===== config.mk =====
export PLATFORM = sky130hd
export DESIGN_NAME = onehot_demux_router_flat
export DESIGN_NICKNAME = d
export VERILOG_FILES = /design/src/rtl/onehot_demux_router_pkg.sv /design/src/rtl/onehot_demux_router_if.sv /design/src/rtl/onehot_demux_router_slot.sv /design/src/rtl/onehot_demux_router.sv /design/src/flat_wrapper.sv
export SDC_FILE = /design/constraint.sdc
export NUM_CORES = 1
export LEC_CHECK = 0
export ABC_CLOCK_PERIOD_IN_PS = 2450
export CAP_MARGIN = 40
export CORE_MARGIN = 2
export CORE_UTILIZATION = 47
export CTS_BUF_LIST = sky130_fd_sc_hd__clkbuf_4
export DETAILED_ROUTE_END_ITERATION = 6
export GPL_TIMING_DRIVEN = 0
export PLACE_DENSITY = 0.79
export SYNTH_ARGS = -nofsm -noshare
export SYNTH_HDL_FRONTEND = slang
export SYNTH_SLANG_ARGS = --single-unit

===== constraint.sdc =====
create_clock -name clk -period 2.45 [get_ports clk]
set_clock_uncertainty 0.15 [all_clocks]
set_input_delay 0.3675 -clock clk [delete_from_list [all_inputs] [get_ports clk]]
set_output_delay 0.3675 -clock clk [all_outputs]
set_load 0.01 [all_outputs]

===== src/rtl/onehot_demux_router_pkg.sv =====
// Shared types and helpers for the one-hot demux router.
// Optional error counter width is used when ONEHOT_DEMUX_ERR_CNT_EN is defined.
package onehot_demux_pkg;

   localparam int unsigned ERR_CNT_W = 8;
   localparam int unsigned MAX_N     = 32;
   localparam int unsigned IDX_MAX_W = $clog2(MAX_N);

   // Exactly one bit set, by population count.
   function automatic logic is_onehot(input logic [MAX_N-1:0] v);
      int unsigned ones;
      ones = 0;
      for (int unsigned i = 0; i < MAX_N; i++) begin
         ones = ones + int'(v[i]);
      end
      return (ones == 1);
   endfunction

   function automatic logic [IDX_MAX_W-1:0] onehot_to_idx(input logic [MAX_N-1:0] v);
      logic [IDX_MAX_W-1:0] idx;
      idx = '0;
      for (int unsigned i = 0; i < MAX_N; i++) begin
         if (v[i]) idx = IDX_MAX_W'(i);
      end
      return idx;
   endfunction

endpackage


===== src/rtl/onehot_demux_router_if.sv =====
// Input stream and N output streams of the one-hot demux router.
interface onehot_demux_router_if #(
   parameter int N     = 4,
   parameter int WIDTH = 32
);
   logic             in_valid;
   logic             in_ready;
   logic [N-1:0]     in_dest;
   logic [WIDTH-1:0] in_data;
   logic [N-1:0]     out_valid;
   logic [N-1:0]     out_ready;
   logic [WIDTH-1:0] out_data [N];

   modport master (
      output in_valid, in_dest, in_data, out_ready,
      input  in_ready, out_valid, out_data
   );

   modport slave (
      input  in_valid, in_dest, in_data, out_ready,
      output in_ready, out_valid, out_data
   );
endinterface


===== src/rtl/onehot_demux_router_slot.sv =====
// One-entry pipe register: accepts a load whenever empty or draining this cycle.
module demux_slot #(
   parameter int WIDTH = 32
) (
   input  logic             clk,
   input  logic             rst_n,
   input  logic             i_load,
   input  logic [WIDTH-1:0] i_data_in,
   output logic             o_out_valid,
   input  logic             i_out_ready,
   output logic [WIDTH-1:0] o_out_data,
   output logic             o_can_accept
);
   logic             r_valid;
   logic [WIDTH-1:0] r_data;

   assign o_can_accept = !r_valid || i_out_ready;
   assign o_out_valid  = r_valid;
   assign o_out_data   = r_data;

   always_ff @(posedge clk or negedge rst_n) begin
      if (!rst_n) begin
         r_valid <= 1'b0;
         r_data  <= '0;
      end else if (i_load) begin
         r_valid <= 1'b1;
         r_data  <= i_data_in;
      end else if (i_out_ready) begin
         r_valid <= 1'b0;
      end
   end
endmodule


===== src/rtl/onehot_demux_router.sv =====
// Routes a one-hot tagged stream to N registered output slots; flags malformed beats.
// Define ONEHOT_DEMUX_ERR_CNT_EN to add a saturating err_count output.
module onehot_demux_router
   import onehot_demux_pkg::*;
#(
   parameter int N     = 4,
   parameter int WIDTH = 32
) (
   input  logic                 clk,
   input  logic                 rst_n,
   onehot_demux_router_if.slave bus,
`ifdef ONEHOT_DEMUX_ERR_CNT_EN
   output logic [ERR_CNT_W-1:0] err_count,
`endif
   output logic                 err_pulse
);
   localparam int IDX_W = $clog2(N);

   logic             w_legal;
   logic [IDX_W-1:0] w_idx;
   logic [N-1:0]     w_can_accept;
   logic [N-1:0]     w_out_valid;
   logic [WIDTH-1:0] w_out_data [N];
   logic             w_bad_hs;
   logic             r_err;

   assign w_legal = is_onehot(MAX_N'(bus.in_dest));
   assign w_idx   = IDX_W'(onehot_to_idx(MAX_N'(bus.in_dest)));

   // Malformed beats are always consumed so they cannot stall the source.
   assign bus.in_ready = w_legal ? w_can_accept[w_idx] : 1'b1;
   assign w_bad_hs     = bus.in_valid && !w_legal;

   for (genvar g = 0; g < N; g++) begin : g_slot
      demux_slot #(.WIDTH(WIDTH)) u_slot (
         .clk          (clk),
         .rst_n        (rst_n),
         .i_load       (bus.in_valid && w_legal && bus.in_dest[g] && w_can_accept[g]),
         .i_data_in    (bus.in_data),
         .o_out_valid  (w_out_valid[g]),
         .i_out_ready  (bus.out_ready[g]),
         .o_out_data   (w_out_data[g]),
         .o_can_accept (w_can_accept[g])
      );
   end

   assign bus.out_valid = w_out_valid;
   assign bus.out_data  = w_out_data;

   always_ff @(posedge clk or negedge rst_n) begin
      if (!rst_n) r_err <= 1'b0;
      else        r_err <= w_bad_hs;
   end

   assign err_pulse = r_err;

`ifdef ONEHOT_DEMUX_ERR_CNT_EN
   logic [ERR_CNT_W-1:0] r_err_count;

   always_ff @(posedge clk or negedge rst_n) begin
      if (!rst_n)                     r_err_count <= '0;
      else if (r_err && !(&r_err_count)) r_err_count <= r_err_count + 1'b1;
   end

   assign err_count = r_err_count;
`endif
endmodule


===== src/flat_wrapper.sv =====
// flat-port wrapper written by rule: the top's interface ports become plain ports
module onehot_demux_router_flat import onehot_demux_pkg::*;
#(
   parameter int N     = 4,
   parameter int WIDTH = 32
)
  (clk, rst_n, err_pulse, bus_in_valid, bus_in_dest, bus_in_data, bus_out_ready, bus_in_ready, bus_out_valid, bus_out_data);
  onehot_demux_router_if #(.N(N), .WIDTH(WIDTH)) bus_i ();
  input  logic clk;
  input  logic rst_n;
  output logic err_pulse;
  input wire logic [$bits(bus_i.in_valid)-1:0] bus_in_valid;
  input wire logic [$bits(bus_i.in_dest)-1:0] bus_in_dest;
  input wire logic [$bits(bus_i.in_data)-1:0] bus_in_data;
  input wire logic [$bits(bus_i.out_ready)-1:0] bus_out_ready;
  output wire logic [$bits(bus_i.in_ready)-1:0] bus_in_ready;
  output wire logic [$bits(bus_i.out_valid)-1:0] bus_out_valid;
  output wire logic [$bits(bus_i.out_data)-1:0] bus_out_data;
  assign bus_i.in_valid = bus_in_valid;
  assign bus_i.in_dest = bus_in_dest;
  assign bus_i.in_data = bus_in_data;
  assign bus_i.out_ready = bus_out_ready;
  assign bus_in_ready = bus_i.in_ready;
  assign bus_out_valid = bus_i.out_valid;
  assign bus_out_data = {>>{bus_i.out_data}};
  onehot_demux_router #(.N(N), .WIDTH(WIDTH)) u_core (.clk(clk), .rst_n(rst_n), .bus(bus_i), .err_pulse(err_pulse));
endmodule

Word-level counts from Yosys, hierarchy flattened
Cells that the tools add are included.
{ "totals": {"register_bits": 133, "input_bits": 43, "wordCells": 51} }
{ "op_classes": {"addsub": 3, "magnitude_cmp": 1, "eq_ne": 1, "muxes": 14, "n_reduce_logical": 23} }
{ "ops": {"columns": ["cell", "n"], "rows": [
  ["adder 32 x 1 -> 32 bit", 2],
  ["equality test 32 x 1 -> 1 bit, second input constant", 1],
  ["2-to-1 mux 1 bit", 11],
  ["logical AND 1 bit", 10],
  ["nonzero test 2 bit", 4],
  ["zero test 1 bit", 5],
  ["logical OR 1 bit", 4],
  ["2-to-1 mux 2 bit", 2],
  ["less-than comparator 2 x 3 -> 1 bit, second input constant", 1],
  ["adder 1 x 1 -> 2 bit", 1],
  ["binary-select mux 1 bit (select 2 bit)", 1]
]} }

Longest topological paths before layout
{ "logic_depth": {"ltp_word": 8, "mapped_depth": 9, "ltp_nobuf": 8} }

Modules after synthesis
From an unflattened synthesis, not the netlist that was laid out.
{ "unflattened": {"hier_cells": 307, "area_unflattened_um2": 5706.7} }
{ "by_module_without_submodules": {"columns": ["mod", "instances", "cells_per_inst", "area_per_inst_um2"], "rows": [
  ["demux_slot", 4, 71, 1378.8],
  ["onehot_demux_router", 1, 23, 191.4]
]} }

Least setup slack after synthesis
Ideal clock, no wire load.
{ "synth_timing": {"path_kind": "input-to-reg", "from": "input port bus_in_dest[0]", "to": "register u_core.g_slot[2].u_slot.r_data[0]", "setup_ps": 125, "arrival_ps": 2617, "required_ps": 2175, "path_slack_ps": -442, "stages": 9, "path_buffers": 1, "cell_sequence": "ha_1 -> inv_1 -> fa_1 -> inv_1 -> ha_1 -> nor4b_4 -> nand3_4 -> buf_6 -> mux2_4"} }
{ "synth_via": {"elab_chain_cells": 7} }
{ "synth_lines": {"columns": ["item", "line", "text"], "rows": [
  ["from (decl)", "flat_wrapper.sv:13", "input wire logic [$bits(bus_i.in_dest)-1:0] bus_in_dest;"],
  ["adder 1 x 1 -> 2 bit", "onehot_demux_router_pkg.sv:14", "ones = ones + int'(v[i]);"],
  ["adder 32 x 1 -> 32 bit (2 in a row)", "onehot_demux_router_pkg.sv:14", null],
  ["equality test 32 x 1 -> 1 bit", "onehot_demux_router_pkg.sv:16", "return (ones == 1);"],
  ["logical AND 1 bit (3 in a row)", "onehot_demux_router.sv:38", ".i_load (bus.in_valid && w_legal && bus.in_dest[g] && w_can_accept[g]),"],
  ["to (signal assigned)", "onehot_demux_router_slot.sv:27", "r_data <= i_data_in;"],
  ["to (decl)", "onehot_demux_router_slot.sv:15", "logic [WIDTH-1:0] r_data;"]
]} }
No other way between the ends.
A chain may end at the register's enable or synchronous reset.

Final worst setup path
{ "layout_timing": {"from": "input port bus_in_dest[0]", "to": "output port bus_in_ready"} }
{ "layout_via": {"elab_chain_cells": 5} }
{ "layout_lines": {"columns": ["item", "line", "text"], "rows": [
  ["adder 1 x 1 -> 2 bit", "onehot_demux_router_pkg.sv:14", null],
  ["adder 32 x 1 -> 32 bit (2 in a row)", "onehot_demux_router_pkg.sv:14", null],
  ["equality test 32 x 1 -> 1 bit", "onehot_demux_router_pkg.sv:16", null],
  ["2-to-1 mux 1 bit", "onehot_demux_router.sv:31", "assign bus.in_ready = w_legal ? w_can_accept[w_idx] : 1'b1;"],
  ["to (decl)", "flat_wrapper.sv:16", "output wire logic [$bits(bus_i.in_ready)-1:0] bus_in_ready;"]
]} }
No other way between the ends.

==> metrics.yaml <==
outcome:
  outcome: "completed"
clock_tree:
  cts_root_buf: "clkbuf_4"
  clockBufferDepth: 2
  cts_tree: "built"
  clock-sinks: 133
  path_clk_slew_ns: 0.11
  cts_buffers: 17
  htreeDepth: 4
  clk_latency_ns: 0.51
synthesis:
  synthFlopType: "dfrtp_1"
  yosysMostFrequentCell: "dfrtp_1"
  synth_area_leaders: "dfrtp_1 (62%), mux2_2 (18%), mux2_4 (12%), buf_6 (2.5%), nand3_4 (1.3%)"
  syn_inst: 307
  yosysUniqueCellTypes: 17
  syn_nets: 353
  yosysSeqAreaShare: 0.621
  yosys.area.top_type_share: 0.621
  synth.avg_cell_area_um2: 17.4
  synth_edf_count: 0
  synth_area_leader_cell: "dfrtp_1"
  async_reset_ff_frac: 1.00
  ys_ff_latch: 133
  synth_common_cells: "dfrtp_1 (133), mux2_2 (84), mux2_4 (44)"
  synth_warnings: 0
  netlist_area_um2: 5360
setup_path:
  required_ns: 1.93
  worstRegToRegCells: 4
  critPathLaunchType: "input port"
  worst-path-buf-inv: 4
  cp_max_fo: 3
  arrival_ns: 1.84
  crit_chain: "buf_2 -> ha_4 -> inv_2 -> fa_2 -> inv_2 -> ha_4 -> a2111oi_4 -> o21ai_1 -> buf_2"
  endpoint_kind: "output port"
  worst_r2r_endpoint: "u_core.g_slot[3].u_slot.o_out_data[7]"
  path_delay_family: "adder cells"
  r2r_slack_ns: 0.95
  path_class: "in2out"
  cpPeakStageDelay_ns: 0.32
  worstReg2RegStart: "u_core.g_slot[3].u_slot.o_out_valid"
  crit_slowest_cell: "fa_2"
cells_and_area:
  drive_gt1_frac: 0.373
  regArea_um2: 3330
  fillerInstances: 750
  nets: 556
  finalInstanceArea_um2: 7710
  area_growth_pct: 44.0
  multi_input_area_um2: 1890
  fin_cells: 664
power_and_ir_drop:
  p_per_area_nw_per_um2: 1200
  power.leakage_uw: 0.00348
  peakVddDrop_uv: 819
run:
  maxCapViolCount: 0
floorplanning:
  start_util: 0.488
  coreArea_um2: 11000
  rows: 38
  die_area_um2: 12300
  io_pins: 177
  fp.dieW_um: 111
  die_y_um: 111
sta:
  fin_hold_ws_ns: 0.0923
  drv_slew: 0
  max_freq_ghz: 0.424
  hold_viol_final: 0
  slew_headroom: 0.647
  tightest_slew_ns: 0.529
  fin_crit_ns: 2.36
  finalSetupViolations: 0
  min_period_over_period: 0.963
  fin_ws_ns: 0.0903
  setup_tns_ns: 0
placement:
  placed_area_um2: 7360
  place_hpwl_mm: 8.90
  dp.cells: 624
  place.gp.congestion: 0.760
  place_ws_ns: -1.20
  place.port_buffers: 176
worst_hold_path:
  hold-path-endpoint: "u_core.g_slot[2].u_slot.o_out_valid"
  hold_class: "in2reg"
  hold_depth: 3
  worstHoldStart: "bus_in_dest[2]"
global_route:
  gr-total-overflow: 0
  grt_pass1_wl_mm: 20.7
  grt_max_degree: 78
  antenna_found_initial: 1
  grt_pass1_vias: 3760
  grt_use_total: 0.217
drt:
  wl_per_cell_um: 18.9
  ant_nets: 0
  via_per_inst: 4.96
  first_pass_iters: 4
  dr.first_iter.drc_count: 82
  vias: 3296
  drcViolationCount: 0
  wl_mm: 12.5
what timing repair did:
action / 4_1_cts / 5_1_grt
endpoints found under the setup margin: 131 / 1
hold buffers: 3 / 1
pin swaps: 1 / 1
gates resized for setup: 22 / 2
setup buffers: 3 / 0
hold endpoints to repair: 58 / 1
cell families (layout without fill, tap and decap cells):
family,after synthesis,count (layout),share of synthesized area
compound gates,5,5,0.00678
fa+ha+maj,3,3,0.00841
buf+inv,20,236,0.0336
flops,133,133,0.621
mux,128,128,0.300
other cells,0,1,0
simple gates,18,18,0.0299
registers in the layout, summed over array words and instances, names as in the netlist:
name / flops
u_core.g_slot.u_slot.o_out_data: 128
u_core.g_slot.u_slot.o_out_valid: 4
u_core.err_pulse: 1
layout make-up:
class	instances	area share
clock inverter	12	0.0177
multi-input combinational	154	0.246
tap	140	0.0227
buffer	16	0.0229
clock buffer	20	0.0195
inverter	4	0.00195
timing repair buffer	184	0.238
antenna	1	0.000324
sequential	133	0.431
metal layers:
layer,vias up,wire (µm),track usage
met2,107,6480,0.367
met1,1686,4880,0.249
li1,1490,-,-
met5,-,0,0
met3,13,1030,0.102
met4,0,148,0.0575
worst register-to-register path: stages (launching register included):
cell	delay, ns
dfrtp_1	0.36
nand2b_1	0.16
nand3_4	0.18
buf_6	0.19
mux2_2	0.35
cells in the final DEF, fill, tap and decap left out, types with 8 or more instances in the layout:
| cell type | instances |
|---|---|
| nand2_1 | 8 |
| clkbuf_4 | 20 |
| mux2_2 | 84 |
| buf_6 | 10 |
| buf_4 | 8 |
| clkdlybuf4s50_1 | 170 |
| mux2_4 | 44 |
| dfrtp_1 | 133 |
worst max-delay path by stage:
stage | slack, ns | startpoint | cells after the start | end
final | 0.09 | bus_in_dest[0] | 9 | bus_in_ready
after global routing | -0.006 | bus_in_dest[0] | 9 | bus_in_ready
after CTS | -0.06 | bus_in_dest[1] | 9 | bus_in_ready
after detailed placement | -1.20 | bus_in_dest[1] | 10 | u_core.g_slot[2].u_slot.o_out_data[30]
after global placement | -4.18 | rst_n | 1 | u_core.g_slot[1].u_slot.o_out_data[6]
after floorplan | -0.34 | bus_in_dest[1] | 9 | u_core.g_slot[2].u_slot.o_out_data[0]
report_power, final:
group / switching [µW] / internal, µW / total (µW)
logic: 1390 / 2650 / 4050
clock network: 760 / 724 / 1480
registers: 541 / 3170 / 3710
per-stage QoR:
stage | utilization | total power, µW
after global placement | 0.668 | 7680
final | 0.702 | 9240
after floorplan | - | 5330
after detailed placement | 0.670 | 7820
after global routing | 0.702 | 9750
after CTS | 0.701 | 9340
No activity file was read; power rests on OpenSTA's default activity.
